==> config.mk <==
export PLATFORM = sky130hd
export DESIGN_NAME = mem_sram_ctrl
export DESIGN_NICKNAME = d
export VERILOG_FILES = /design/src/rtl/mem_sram_ctrl.sv
export SDC_FILE = /design/constraint.sdc
export NUM_CORES = 1
export LEC_CHECK = 0
export BUFFER_PORTS_ARGS = -buffer_cell sky130_fd_sc_hd__buf_4
export CORE_MARGIN = 3
export CORE_UTILIZATION = 35
export CTS_BUF_LIST = sky130_fd_sc_hd__clkbuf_4
export CTS_CLUSTER_DIAMETER = 200
export DETAILED_ROUTE_END_ITERATION = 7
export HOLD_SLACK_MARGIN = 0.03
export PLACE_DENSITY = 0.74
export SLEW_MARGIN = 20
export SYNTH_ARGS = -nofsm -noshare
export SYNTH_HDL_FRONTEND = slang
export SYNTH_SLANG_ARGS = --single-unit
==> constraint.sdc <==
create_clock -name clk -period 3.7 [get_ports clk]
set_clock_uncertainty 0.15 [all_clocks]
set_input_delay 0 -clock clk [delete_from_list [all_inputs] [get_ports clk]]
set_output_delay 0 -clock clk [all_outputs]
set_load 0.01 [all_outputs]
==> src/rtl/mem_sram_ctrl.sv <==
// MEM-stage data-memory controller: each 32-bit access is split into two 16-bit SRAM phases.
// Define MEM_SRAM_PERF_CNT_EN to add the saturating rd_cnt/wr_cnt access counters.
module mem_sram_ctrl #(
  parameter int unsigned ADDR_BASE   = 1024,
  parameter int unsigned WAIT_CYCLES = 1,
  parameter int unsigned SRAM_AW     = 18
) (
  input  logic               clk,
  input  logic               rst,
  input  logic               MEM_R_EN,
  input  logic               MEM_W_EN,
  input  logic [31:0]        ALU_result,
  input  logic [31:0]        ST_val,
  output logic               ready,
  output logic [31:0]        rdata,
  output logic [SRAM_AW-1:0] sram_addr,
  output logic [15:0]        sram_dq_out,
  input  logic [15:0]        sram_dq_in,
  output logic               sram_dq_oe,
  output logic               sram_we_n,
  output logic               sram_oe_n
`ifdef MEM_SRAM_PERF_CNT_EN
  ,
  output logic [15:0]        rd_cnt,
  output logic [15:0]        wr_cnt
`endif
);

  typedef enum logic [1:0] {IDLE, LO, HI, DONE} state_e;

  localparam int CW = $clog2(WAIT_CYCLES + 2);
  localparam logic [CW-1:0] LAST = CW'(WAIT_CYCLES);

  state_e             state_q, state_d;
  logic [CW-1:0]      cnt_q, cnt_d;
  logic [31:0]        rdata_q, rdata_d;
  logic [SRAM_AW-1:0] addr_q, addr_d;
  logic [15:0]        dq_out_q, dq_out_d;
  logic               dq_oe_q, dq_oe_d;
  logic               we_n_q, we_n_d;
  logic               oe_n_q, oe_n_d;
  logic               req, wr, last_q, last_d;
  logic [31:0]        diff;
  logic [SRAM_AW-2:0] word_addr;
  logic               unused;

  assign req       = MEM_R_EN | MEM_W_EN;
  assign wr        = MEM_W_EN;
  assign last_q    = (cnt_q == LAST);
  assign last_d    = (cnt_d == LAST);
  assign diff      = ALU_result - ADDR_BASE;
  assign word_addr = diff[SRAM_AW:2];
  assign unused    = ^{diff[31:SRAM_AW+1], diff[1:0]};

  always_ff @(posedge clk) begin
    if (!rst) begin
      state_q  <= IDLE;
      cnt_q    <= '0;
      rdata_q  <= '0;
      addr_q   <= '0;
      dq_out_q <= '0;
      dq_oe_q  <= 1'b0;
      we_n_q   <= 1'b1;
      oe_n_q   <= 1'b1;
    end else begin
      state_q  <= state_d;
      cnt_q    <= cnt_d;
      rdata_q  <= rdata_d;
      addr_q   <= addr_d;
      dq_out_q <= dq_out_d;
      dq_oe_q  <= dq_oe_d;
      we_n_q   <= we_n_d;
      oe_n_q   <= oe_n_d;
    end
  end

  always_comb begin
    state_d = state_q;
    cnt_d   = '0;
    unique case (state_q)
      IDLE: if (req) state_d = LO;
      LO: begin
        if (last_q) state_d = HI;
        else        cnt_d   = cnt_q + 1'b1;
      end
      HI: begin
        if (last_q) state_d = DONE;
        else        cnt_d   = cnt_q + 1'b1;
      end
      DONE:    state_d = IDLE;
      default: state_d = IDLE;
    endcase
  end

  // SRAM pins are registered, so they are decoded from the state being entered
  always_comb begin
    ready    = ((state_q == IDLE) && !req) || (state_q == DONE);
    addr_d   = addr_q;
    dq_out_d = dq_out_q;
    dq_oe_d  = 1'b0;
    we_n_d   = 1'b1;
    oe_n_d   = 1'b1;
    rdata_d  = rdata_q;
    if (state_d == LO || state_d == HI) begin
      addr_d = {word_addr, state_d == HI};
      if (wr) begin
        dq_oe_d  = 1'b1;
        we_n_d   = last_d;
        dq_out_d = (state_d == HI) ? ST_val[31:16] : ST_val[15:0];
      end else begin
        oe_n_d = 1'b0;
      end
    end
    if (!wr && last_q) begin
      if (state_q == LO) rdata_d[15:0]  = sram_dq_in;
      if (state_q == HI) rdata_d[31:16] = sram_dq_in;
    end
  end

  assign rdata       = rdata_q;
  assign sram_addr   = addr_q;
  assign sram_dq_out = dq_out_q;
  assign sram_dq_oe  = dq_oe_q;
  assign sram_we_n   = we_n_q;
  assign sram_oe_n   = oe_n_q;

`ifdef MEM_SRAM_PERF_CNT_EN
  logic [15:0] rd_cnt_q, rd_cnt_d;
  logic [15:0] wr_cnt_q, wr_cnt_d;

  always_comb begin
    rd_cnt_d = rd_cnt_q;
    wr_cnt_d = wr_cnt_q;
    if (state_q == DONE) begin
      if (wr) begin
        if (wr_cnt_q != 16'hFFFF) wr_cnt_d = wr_cnt_q + 16'd1;
      end else begin
        if (rd_cnt_q != 16'hFFFF) rd_cnt_d = rd_cnt_q + 16'd1;
      end
    end
  end

  always_ff @(posedge clk) begin
    if (!rst) begin
      rd_cnt_q <= '0;
      wr_cnt_q <= '0;
    end else begin
      rd_cnt_q <= rd_cnt_d;
      wr_cnt_q <= wr_cnt_d;
    end
  end

  assign rd_cnt = rd_cnt_q;
  assign wr_cnt = wr_cnt_q;
`endif

endmodule

== Word level (Yosys, flattened, before mapping) ==
Cells that the tools add are included.
Cells by class
  eq/ne operators: 7
  $add $sub $neg: 2
  mux-type cells: 8
  reduce and logical (&&, ||, !) cells: 13
  bitwise operators: 1
Operator list (number)
  $sub A19 B11 Y19 const B: 1
  $mux W16: 1
  $mux W2: 5
  $eq A2 B1 Y1 const B: 4
  $pmux W2 S4: 1
  $reduce_and A2 Y1: 4
  $eq A2 B2 Y1 const B: 3
  $reduce_and A3 Y1: 1
  $add A2 B1 Y2 const B: 1
  $logic_and A1 B1 Y1: 2
  $logic_not A1 Y1: 2
  $logic_not A2 Y1: 1
  $logic_or A1 B1 Y1: 2
  $reduce_or A2 Y1: 1
  $mux W1: 1
  $or A1 B1 Y1: 1
Storage, ports and cells
  output and inout bits: 70
  word-level logic and storage cells: 40
  register bits after elaboration: 73

== Depth between registers and ports, before layout ==
Gate-level depths: netlist of the first run.
  depth in word-level cells: 6
  mapped depth: 12
  mapped depth without buffers: 10

== Least setup slack after synthesis of the first run ==
OpenSTA, ideal clock, no wires.
  path type: register to register
  start: reg state_q[0]
  end: reg addr_q[0] (netlist: sram_addr[0])
  stages on the path, launching flop included: 11
  buffers on the path: 2
  period minus slack after synthesis: 2.768 ns
  slack: 0.932 ns
  library setup time: 0.128 ns
  arrival time: 2.490 ns
  cell sequence: dfxtp_1 -> inv_1 -> ha_1 -> mux2_2 -> a21oi_2 -> inv_1 -> ha_1 -> clkbuf_1 -> clkbuf_1 -> mux2i_1 -> nor2_1
On the way
  longest elaborated chain between the ends: 4
  elaborated cells between the ends (all ways): 11
  those cells by class: 5 x eq/ne; 4 x mux; 2 x reduce/logical
Ends and longest elaborated chain
  from (decl): RTL line 34  | state_e state_q, state_d;
  from (signal assigned): RTL line 66  | state_q <= state_d;
  $eq A2 B2 Y1, or another cell as far along: RTL line 80  | unique case (state_q)
  $pmux W2 S4 *: RTL line 80
  $eq A2 B1 Y1 / $eq A2 B2 Y1 (equally long branches): RTL line 104, 105
  $logic_or A1 B1 Y1: RTL line 104  | if (state_d == LO || state_d == HI) begin
  to (signal assigned): RTL line 69  | addr_q <= addr_d;
  to (decl): RTL line 37  | logic [SRAM_AW-1:0] addr_q, addr_d;
Every way passes the cells marked *; elsewhere a longest branch is shown, timed or not.
A chain may end at the register's enable or synchronous reset.

== Worst setup path in the final report of the first run ==
  start: reg state_q[1]
  end: reg dq_out_q[2] (netlist: sram_dq_out[2])
On the way
  longest elaborated chain between the ends: 5
  elaborated cells between the ends (all ways): 13
  those cells by class: 5 x eq/ne; 5 x mux; 3 x reduce/logical
Ends and longest elaborated chain
  $eq A2 B2 Y1, or another cell as far along: RTL line 80
  $pmux W2 S4 *: RTL line 80
  $eq A2 B1 Y1 / $eq A2 B2 Y1 (equally long branches): RTL line 104, 109
  $logic_or A1 B1 Y1: RTL line 104
  $reduce_and A2 Y1 (no source line)
  to (signal assigned): RTL line 70  | dq_out_q <= dq_out_d;
  to (decl): RTL line 38  | logic [15:0] dq_out_q, dq_out_d;
Marked as above.

==> results of run 1 <==
power by group through the flow:
stage / Combinational (mW) / Sequential [mW] / Clock [mW]
finish: 0.780 / 0.950 / 0.562
global route: 0.858 / 0.961 / 0.613
CTS: 0.782 / 0.949 / 0.579
detailed placement: 0.711 / 0.965 / 0
global placement: 0.695 / 0.960 / 0
floorplan: 0.387 / 1.01 / 0
metal layers:
metal | global-route usage | vias up | wire [microns]
met1 | 0.208 | 1419 | 3660
met4 | 0.0714 | 0 | 191
met5 | 0 | - | 0
met3 | 0.0460 | 20 | 579
li1 | - | 1551 | -
met2 | 0.336 | 112 | 4710
cell families after synthesis:
| group | synth area share |
|---|---|
| and+or+nand+nor | 0.166 |
| AOI/OAI and AO/OA | 0.169 |
| DFF | 0.486 |
| buffers and inverters | 0.0425 |
| muxes | 0.0870 |
| adders and majority gates | 0.0292 |
| xor gates and xnor gates | 0.0200 |
Yosys cell counts (2+ instances only):
master / number / share of area
dfxtp_1: 73 / 0.49
nand2_1: 69 / 0.086
a21oi_1: 60 / 0.10
nor2_1: 31 / 0.039
mux2i_1: 25 / 0.083
clkbuf_1: 19 / 0.024
a211oi_2: 10 / 0.042
a211oi_1: 7 / 0.017
ha_1: 7 / 0.029
inv_1: 6 / 0.0075
and2_1: 4 / 0.0083
xnor2_1: 4 / 0.012
buf_1: 2 / 0.0025
buf_6: 2 / 0.0075
nand2b_1: 2 / 0.0042
nor3_1: 2 / 0.0033
nor3b_1: 2 / 0.0050
or3_1: 2 / 0.0042
final timing paths:
check,from,to,slack (ps)
hold reg to reg,rdata[6]$_SDFFE_PN0P_,rdata[6]$_SDFFE_PN0P_,310
hold / removal,ALU_result[9],sram_addr[8]$_SDFFE_PN0P_,220
setup / recovery,state_q[1]$_SDFF_PN0_,sram_dq_out[2]$_SDFFE_PN0P_,360
setup reg to reg,state_q[1]$_SDFF_PN0_,sram_dq_out[2]$_SDFFE_PN0P_,360
final cells by class:
type                       instances  area share
timing repair buffer             212       0.357
sequential                        73       0.294
multi-input combinational        238       0.285
tap                              105      0.0264
clock inverter                     7      0.0191
clock buffer                       9      0.0136
inverter                           7     0.00529
worst register-to-register path, delay by kind of cell, from the launching register on:
kind / cells / cell delay (ps)
compound gates: 3 / 630
buf+inv: 3 / 780
fa+ha+maj: 2 / 1090
flops: 1 / 420
mux: 1 / 180
registers in the layout, summed over array words and instances, names as in the netlist:
name and flops:
cnt_q 2, rdata 32, state_q 2, sram_dq_oe 1
sram_dq_out 16, sram_oe_n 1, sram_we_n 1, sram_addr 18
==> out/qor.txt, run 1 <==
Slew HR: 0.307
pre-CTS setup slack: 573 ps
# setup viols final: 0
Initial Util: 0.364
RSZ-0062 raised after global routing: false
EDFF count, synth: 0
Die Height: 98.6 microns
register area share after synthesis: 0.486
Seq pwr share: 0.415
fin crit period: 3340 ps
count of pins over their slew limit: 0
ys flop type: dfxtp_1
port bufs: 138
critical setup path kind: register to register
Buf/Inv on CP: 3
gr ovfl total: 0
fin cells: 651
layout cell share with drive strength beyond 1: 0.311
logic gate share of total power: 0.340
Sequential Area: 1460 sq um
WP data arrival: 3500 ps
Worst setup SP type: register
CP Capture Type: register
syn_nets: 432
clock sinks: 73
average wire per standard cell: 14.0 microns
Post-CTS Resized: 0
Clock Path Buffers: 2
largest net degree at the start of global routing: 43
outcome: finished clean
final instance area: 4970 sq um
Hold Path Class: input pin to register
Sw Ratio: 0.320
DR DRC count: 0
setup_tns: 0 ps
gr usage total: 0.185
Reg clk slew, reported paths: 120 ps
multi-input logic area: 1420 sq um
Fin Hold WS: 223 ps
H-tree depth: 3
row count: 33
number of global-route vias before repair: 3156
Clock Latency Late Sink: 400 ps
worst reg2reg path depth: 9
Syn Area/Cell: 8.81 sq um
NumNets Final: 632
cell count after synthesis: 341
Async SR Flop Fraction: 0
synth unique cells: 32
Post-Syn Area: 3000 sq um
MaxCap Viol Count: 0
most frequent cells in the layout: buf_4, dfxtp_1, dlygate4sd3_1, nand2_1, a21oi_1
Core Area: 8260 sq um
Fill cells: 680
CTS tree: built
initial antenna violation count: 0
Clock power frac: 0.245
fin worst setup slack: 362 ps
initial DRC count: 105
commonest non-fill, non-tap cell in the layout: buf_4
family with the most delay on the worst path: adder cells
largest stage delay on the critical path: 840 ps
via/cell ratio: 4.76
Die Footprint: 9730 sq um
post-synthesis to final-layout area growth: 65.5%
vias: 3102
n_diodes: 0
Post-CTS Setup Bufs: 0
CP Max Fanout: 17
critical path cell sequence: inv_1 -> ha_1 -> a211oi_1 -> a21oi_2 -> inv_1 -> ha_1 -> mux2i_1 -> dlygate4sd3_1 -> a211oi_1
critical path depth: 9
total CTS buffers: 9
boundary pin count: 154
Die W: 98.6 microns
ratio of final minimum period to clock period: 0.902
Core Util, Final: 0.602
crit path max-delay cell type: ha_1
Critical Path RT: 3860 ps
clock tree root driver cell: clkbuf_4
Max Fclk: 300 MHz
first-pass GRT wire length: 14800 microns
Yosys Warn Count: 0
dpl cell area: 4080 sq um
Hold Buf Count CTS: 73
final hold vios: 0
Int Power: 1.56 mW
GP Congestion: 0.769
worst slew pin tran: 1040 ps
antenna-violating nets left: 0
Max VDD drop: 0.298 mV
Leak: 2.12 nW
total power: 2.29 mW
Pwr Density: 461 nW/um^2
hpwl dp: 5760 microns
dpl cells: 562
number of synthesized register bits: 73
hold depth: 4
Switch Pwr: 734 uW
final wirelength: 9140 microns
1st-pass router iterations: 6
Power figures use the tool's default switching activity.
==> run 2, diff against run 1 <==
--- a/config.mk
+++ b/config.mk
@@ -13,6 +13,7 @@
 export DETAILED_ROUTE_END_ITERATION = 7
 export HOLD_SLACK_MARGIN = 0.03
 export PLACE_DENSITY = 0.74
+export RECOVER_POWER = 100
 export SLEW_MARGIN = 20
 export SYNTH_ARGS = -nofsm -noshare
 export SYNTH_HDL_FRONTEND = slang
==> out/qor.txt, run 2 (same netlist as run 1, synthesis figures left out) <==
Max Fclk: 299 MHz (-0.19%)
CTS tree: built
Die Height: 98.6 microns (unchanged)
largest net degree at the start of global routing: 43 (unchanged)
clock tree root driver cell: clkbuf_4
worst slew pin tran: 1040 ps (-2.32 ps)
Clock Latency Late Sink: 400 ps (about the same)
MaxCap Viol Count: 0 (unchanged)
initial antenna violation count: 0 (unchanged)
Die W: 98.6 microns (unchanged)
GP Congestion: 0.769 (unchanged)
CP Capture Type: register
final wirelength: 9180 microns (+0.40%)
antenna-violating nets left: 0 (unchanged)
Core Area: 8260 sq um (unchanged)
first-pass GRT wire length: 14800 microns (unchanged)
post-synthesis to final-layout area growth: 55.1%
pre-CTS setup slack: 573 ps (unchanged)
CP Max Fanout: 17 (unchanged)
RSZ-0062 raised after global routing: false
via/cell ratio: 4.74 (-0.52%)
Leak: 1.82 nW (-14%)
Clock Path Buffers: 2 (unchanged)
Pwr Density: 469 nW/um^2 (+1.8%)
ratio of final minimum period to clock period: 0.904 (+0.00170)
total CTS buffers: 9 (unchanged)
boundary pin count: 154 (unchanged)
vias: 3086 (-0.52%)
max reg flops: 32 (unchanged)
gr ovfl total: 0 (unchanged)
critical setup path kind: register to register
gr usage total: 0.185 (unchanged)
outcome: finished clean
Critical Path RT: 3860 ps (about the same)
final hold vios: 0 (unchanged)
Max VDD drop: 0.285 mV (-4.5%)
Reg clk slew, reported paths: 120 ps (about the same)
Slew HR: 0.309 (+0.00155)
NumNets Final: 632 (unchanged)
most frequent cells in the layout: dfxtp_1, dlygate4sd3_1, clkbuf_1, nand2_1, buf_4
number of global-route vias before repair: 3156 (unchanged)
setup_tns: 0 ps (unchanged)
Post-CTS Setup Bufs: 0 (unchanged)
layout cell share with drive strength beyond 1: 0.165 (-0.147)
n_diodes: 0 (unchanged)
WP data arrival: 3500 ps (about the same)
1st-pass router iterations: 6 (unchanged)
row count: 33 (unchanged)
hpwl dp: 5760 microns (unchanged)
count of pins over their slew limit: 0 (unchanged)
clock sinks: 73 (unchanged)
Worst setup SP type: register
Die Footprint: 9730 sq um (unchanged)
total power: 2.19 mW (-4.6%)
average wire per standard cell: 14.1 microns (+0.40%)
# setup viols final: 0 (unchanged)
fin crit period: 3340 ps (+6.30 ps)
Fill cells: 780 (+15%)
port bufs: 138 (unchanged)
initial DRC count: 103 (-1.9%)
Hold Path Class: input pin to register
DR DRC count: 0 (unchanged)
fin worst setup slack: 355 ps (-6.30 ps)
H-tree depth: 3 (unchanged)
Fin Hold WS: 225 ps (+1.39 ps)
Reg2Reg Setup Slack: 360 ps (about the same)
Initial Util: 0.364 (unchanged)
## run 2: changes by cell type in the layout (fill, tap and decap cells not counted), moves of 3 or more
| cell | before | now |
|---|---|---|
| a211oi_1 | 7 | 16 |
| a211oi_2 | 10 | 1 |
| and2_0 | 0 | 3 |
| and2_1 | 4 | 1 |
| buf_4 | 139 | 69 |
| clkbuf_1 | 0 | 70 |
## run 2: metrics by stage
step           cells  instance area (sq um)  utilization
4_1_cts          651                   4970        0.602
6_report         651                   4660        0.564
5_1_grt          651                   4660        0.564
3_3_place_gp     562                   4080        0.494
3_5_place_dp     562                   4080        0.494
2_1_floorplan    341                   3000            -
## run 2: final cells by class
type | instances | area (sq um) | area share
sequential | 73 | 1460 | 0.314
timing repair buffer | 212 | 1510 | 0.324
clock buffer | 9 | 67.6 | 0.0145
inverter | 7 | 26.3 | 0.00564
multi-input combinational | 238 | 1370 | 0.293
tap | 105 | 131 | 0.0282
clock inverter | 7 | 95.1 | 0.0204
## run 2: per-layer routing
layer  up-vias  global-route usage  part of all wire
met5         -                   0                 0
met4         0              0.0714             0.020
met3        18              0.0460             0.065
met2       112               0.336              0.51
met1      1401               0.208              0.40
li1       1555                   -                 -
## run 2: repair_timing
action | CTS | global route
gates resized for setup | 0 | 0
hold buffers | 73 | 0
endpoints found under the setup margin | 0 | 0
endpoints found under the hold margin | 71 | 0
## run 2: report_power, final
part	internal, mW	total [mW]	switching, mW
registers	0.891	0.947	0.0557
logic	0.304	0.679	0.374
clock network	0.274	0.561	0.287
## run 2: critical path, stage by stage (launching register included)
cell	delay, ps
dfxtp_1	420
inv_1	100
ha_1	250
a211oi_1	280
a21oi_2	90
inv_1	80
ha_1	830
mux2i_1	150
dlygate4sd3_1	610
a211oi_1	280
## run 2: worst paths after layout
| check | start | to | depth (start not counted) |
|---|---|---|---|
| min | ALU_result[9] | sram_addr[8]$_SDFFE_PN0P_ | 4 |
| max reg2reg | state_q[1]$_SDFF_PN0_ | sram_dq_out[9]$_SDFFE_PN0P_ | 9 |
| max | state_q[1]$_SDFF_PN0_ | sram_dq_out[9]$_SDFFE_PN0P_ | 9 |
| min reg2reg | rdata[6]$_SDFFE_PN0P_ | rdata[6]$_SDFFE_PN0P_ | 2 |
==> run 3, diff against run 2 <==
--- a/config.mk
+++ b/config.mk
@@ -12,7 +12,7 @@
 export CTS_CLUSTER_DIAMETER = 200
 export DETAILED_ROUTE_END_ITERATION = 7
 export HOLD_SLACK_MARGIN = 0.03
-export PLACE_DENSITY = 0.74
+export PLACE_DENSITY = 0.62
 export RECOVER_POWER = 100
 export SLEW_MARGIN = 20
 export SYNTH_ARGS = -nofsm -noshare
==> out/qor.txt, run 3 (same netlist as run 1, synthesis figures left out) <==
Core Area: 8260 sq um (unchanged)
fin crit period: 3310 ps (-31.5 ps)
post-synthesis to final-layout area growth: 55.6%
met3 Track Usage GR: 0.0474 (+0.00142)
antenna-violating nets left: 0 (unchanged)
M2 GR Usage: 0.318 (-0.0177)
final hold vios: 0 (unchanged)
CP Capture Type: register
max reg flops: 32 (unchanged)
CP startpoint: state_q[0]$_SDFF_PN0_
NumNets Final: 632 (unchanged)
Clock Latency Late Sink: 400 ps (about the same)
critical path cell sequence: inv_1 -> ha_1 -> a211oi_1 -> a21oi_2 -> inv_1 -> ha_1 -> mux2i_1 -> dlygate4sd3_1 -> a211oi_1
Slew HR: 0.0722 (-0.237)
ratio of final minimum period to clock period: 0.895 (-0.00851)
GP Congestion: 0.723 (-6.0%)
layout cell share with drive strength beyond 1: 0.158 (-0.00733)
Hold Path Sink: sram_addr[8]$_SDFFE_PN0P_
met1 Usage GRT: 0.197 (-0.0118)
count of pins over their slew limit: 0 (unchanged)
initial DRC count: 86 (-17%)
fin worst setup slack: 387 ps (+31.5 ps)
gr usage total: 0.177 (-0.00868)
worst reg2reg path depth: 9 (unchanged)
setup_tns: 0 ps (unchanged)
Worst setup SP type: register
final wirelength: 8680 microns (-5.5%)
Initial Util: 0.364 (unchanged)
Clock Path Buffers: 2 (unchanged)
Reg clk slew, reported paths: 120 ps (about the same)
vias: 3039 (-1.5%)
Max VDD drop: 0.312 mV (+9.7%)
GRT busiest layer: met2
Critical Path RT: 3790 ps (-70 ps)
Core Util, Final: 0.566 (+0.00197)
# setup viols final: 0 (unchanged)
DR DRC count: 0 (unchanged)
Fill cells: 826 (+5.9%)
Die Footprint: 9730 sq um (unchanged)
Leak: 1.82 nW (+0.28%)
family with the most delay on the worst path: adder cells
pre-CTS setup slack: 615 ps (+42.4 ps)
boundary pin count: 154 (unchanged)
clock tree root driver cell: clkbuf_4
most frequent cells in the layout: dfxtp_1, dlygate4sd3_1, clkbuf_1, nand2_1, buf_4
crit path max-delay cell type: ha_1
gr ovfl total: 0 (unchanged)
largest net degree at the start of global routing: 45 (+4.7%)
Hold Path Class: input pin to register
Worst Hold Launch: ALU_result[9]
via/cell ratio: 4.67 (-1.5%)
worst slew pin tran: 1390 ps (+354 ps)
H-tree depth: 3 (unchanged)
hpwl dp: 5550 microns (-3.6%)
first-pass GRT wire length: 14000 microns (-5.1%)
1st-pass router iterations: 4 (-2)
CP Max Fanout: 17 (unchanged)
MaxCap Viol Count: 0 (unchanged)
r2r endpoint: sram_dq_out[13]$_SDFFE_PN0P_
fin cells: 651 (unchanged)
Max Fclk: 302 MHz (+0.95%)
port bufs: 138 (unchanged)
number of global-route vias before repair: 3075 (-2.6%)
Reg-to-Reg Start: state_q[0]$_SDFF_PN0_
RSZ-0062 raised after global routing: false
Buf/Inv on CP: 3 (unchanged)
Pwr Density: 479 nW/um^2 (+2.0%)
dpl cells: 562 (unchanged)
Reg2Reg Setup Slack: 390 ps (+30 ps)
total CTS buffers: 9 (unchanged)
n_diodes: 0 (unchanged)
hold depth: 4 (unchanged)
clock sinks: 73 (unchanged)
WP data arrival: 3400 ps (-100 ps)
CTS tree: built
largest stage delay on the critical path: 790 ps (-40 ps)
outcome: finished clean
Die Height: 98.6 microns (unchanged)
initial antenna violation count: 0 (unchanged)
average wire per standard cell: 13.3 microns (-5.5%)
row count: 33 (unchanged)
Post-CTS Resized: 0 (unchanged)
Die W: 98.6 microns (unchanged)
critical setup path kind: register to register
## run 3: cell count changes in the layout (fill, tap and decap cells not counted), sizes merged
cell and change:
bufinv +1, buf -2, clkbuf +3, clkinv -2
## run 3: worst min-delay path, delay by kind of cell
kind	cells	cell delay, ps
and+or+nand+nor	1	70
muxes	1	50
buffers and inverters	2	610
## run 3: what timing repair did
item / 4_1_cts / 5_1_grt
hold buffers: 73 / 0
endpoints found under the hold margin: 69 / 0
buffers inserted: 0 / 0
endpoints found under the setup margin: 0 / 0
## run 3: layout make-up
| type | count | area [sq um] | area share |
|---|---|---|---|
| inverter | 7 | 26.3 | 0.00562 |
| timing repair buffer | 212 | 1500 | 0.322 |
| clock inverter | 6 | 106 | 0.0228 |
| tap | 105 | 131 | 0.0281 |
| clock buffer | 10 | 75.1 | 0.0161 |
| sequential | 73 | 1460 | 0.313 |
| multi-input combinational | 238 | 1370 | 0.293 |
## run 3: metrics by stage
| step | power (mW) | instance area (sq um) | hold slack, ps |
|---|---|---|---|
| after CTS | 2.37 | 4990 | 181 |
| after detailed placement | 1.67 | 4080 | 79.3 |
| after global routing | 2.39 | 4670 | 204 |
| final | 2.24 | 4670 | 220 |
| after global placement | 1.66 | 4080 | 79.0 |
| after floorplan | 1.39 | 3000 | -66.1 |
## run 3: layer usage
layer / vias to the layer above / share of wire
li1: 1549 / -
met1: 1389 / 0.41
met2: 90 / 0.52
met3: 11 / 0.061
met4: 0 / 0.015
met5: - / 0
## run 3: worst max-delay path by stage
stage,endpoint,slack [ps],cells past startpoint
CTS,sram_dq_out[1]$_SDFFE_PN0P_,370,9
finish,sram_dq_out[13]$_SDFFE_PN0P_,390,9
detailed placement,sram_dq_out[1]$_SDFFE_PN0P_,620,7
global placement,sram_dq_out[0]$_SDFFE_PN0P_,690,7
floorplan,sram_addr[0]$_SDFFE_PN0P_,930,10
global route,sram_dq_out[13]$_SDFFE_PN0P_,40,9
## run 3: power by group
part | switching (mW) | total, mW | leakage (nW) | internal [mW]
clock | 0.272 | 0.619 | 0.0940 | 0.347
combinational | 0.369 | 0.674 | 1.13 | 0.304
sequential | 0.0539 | 0.945 | 0.596 | 0.891
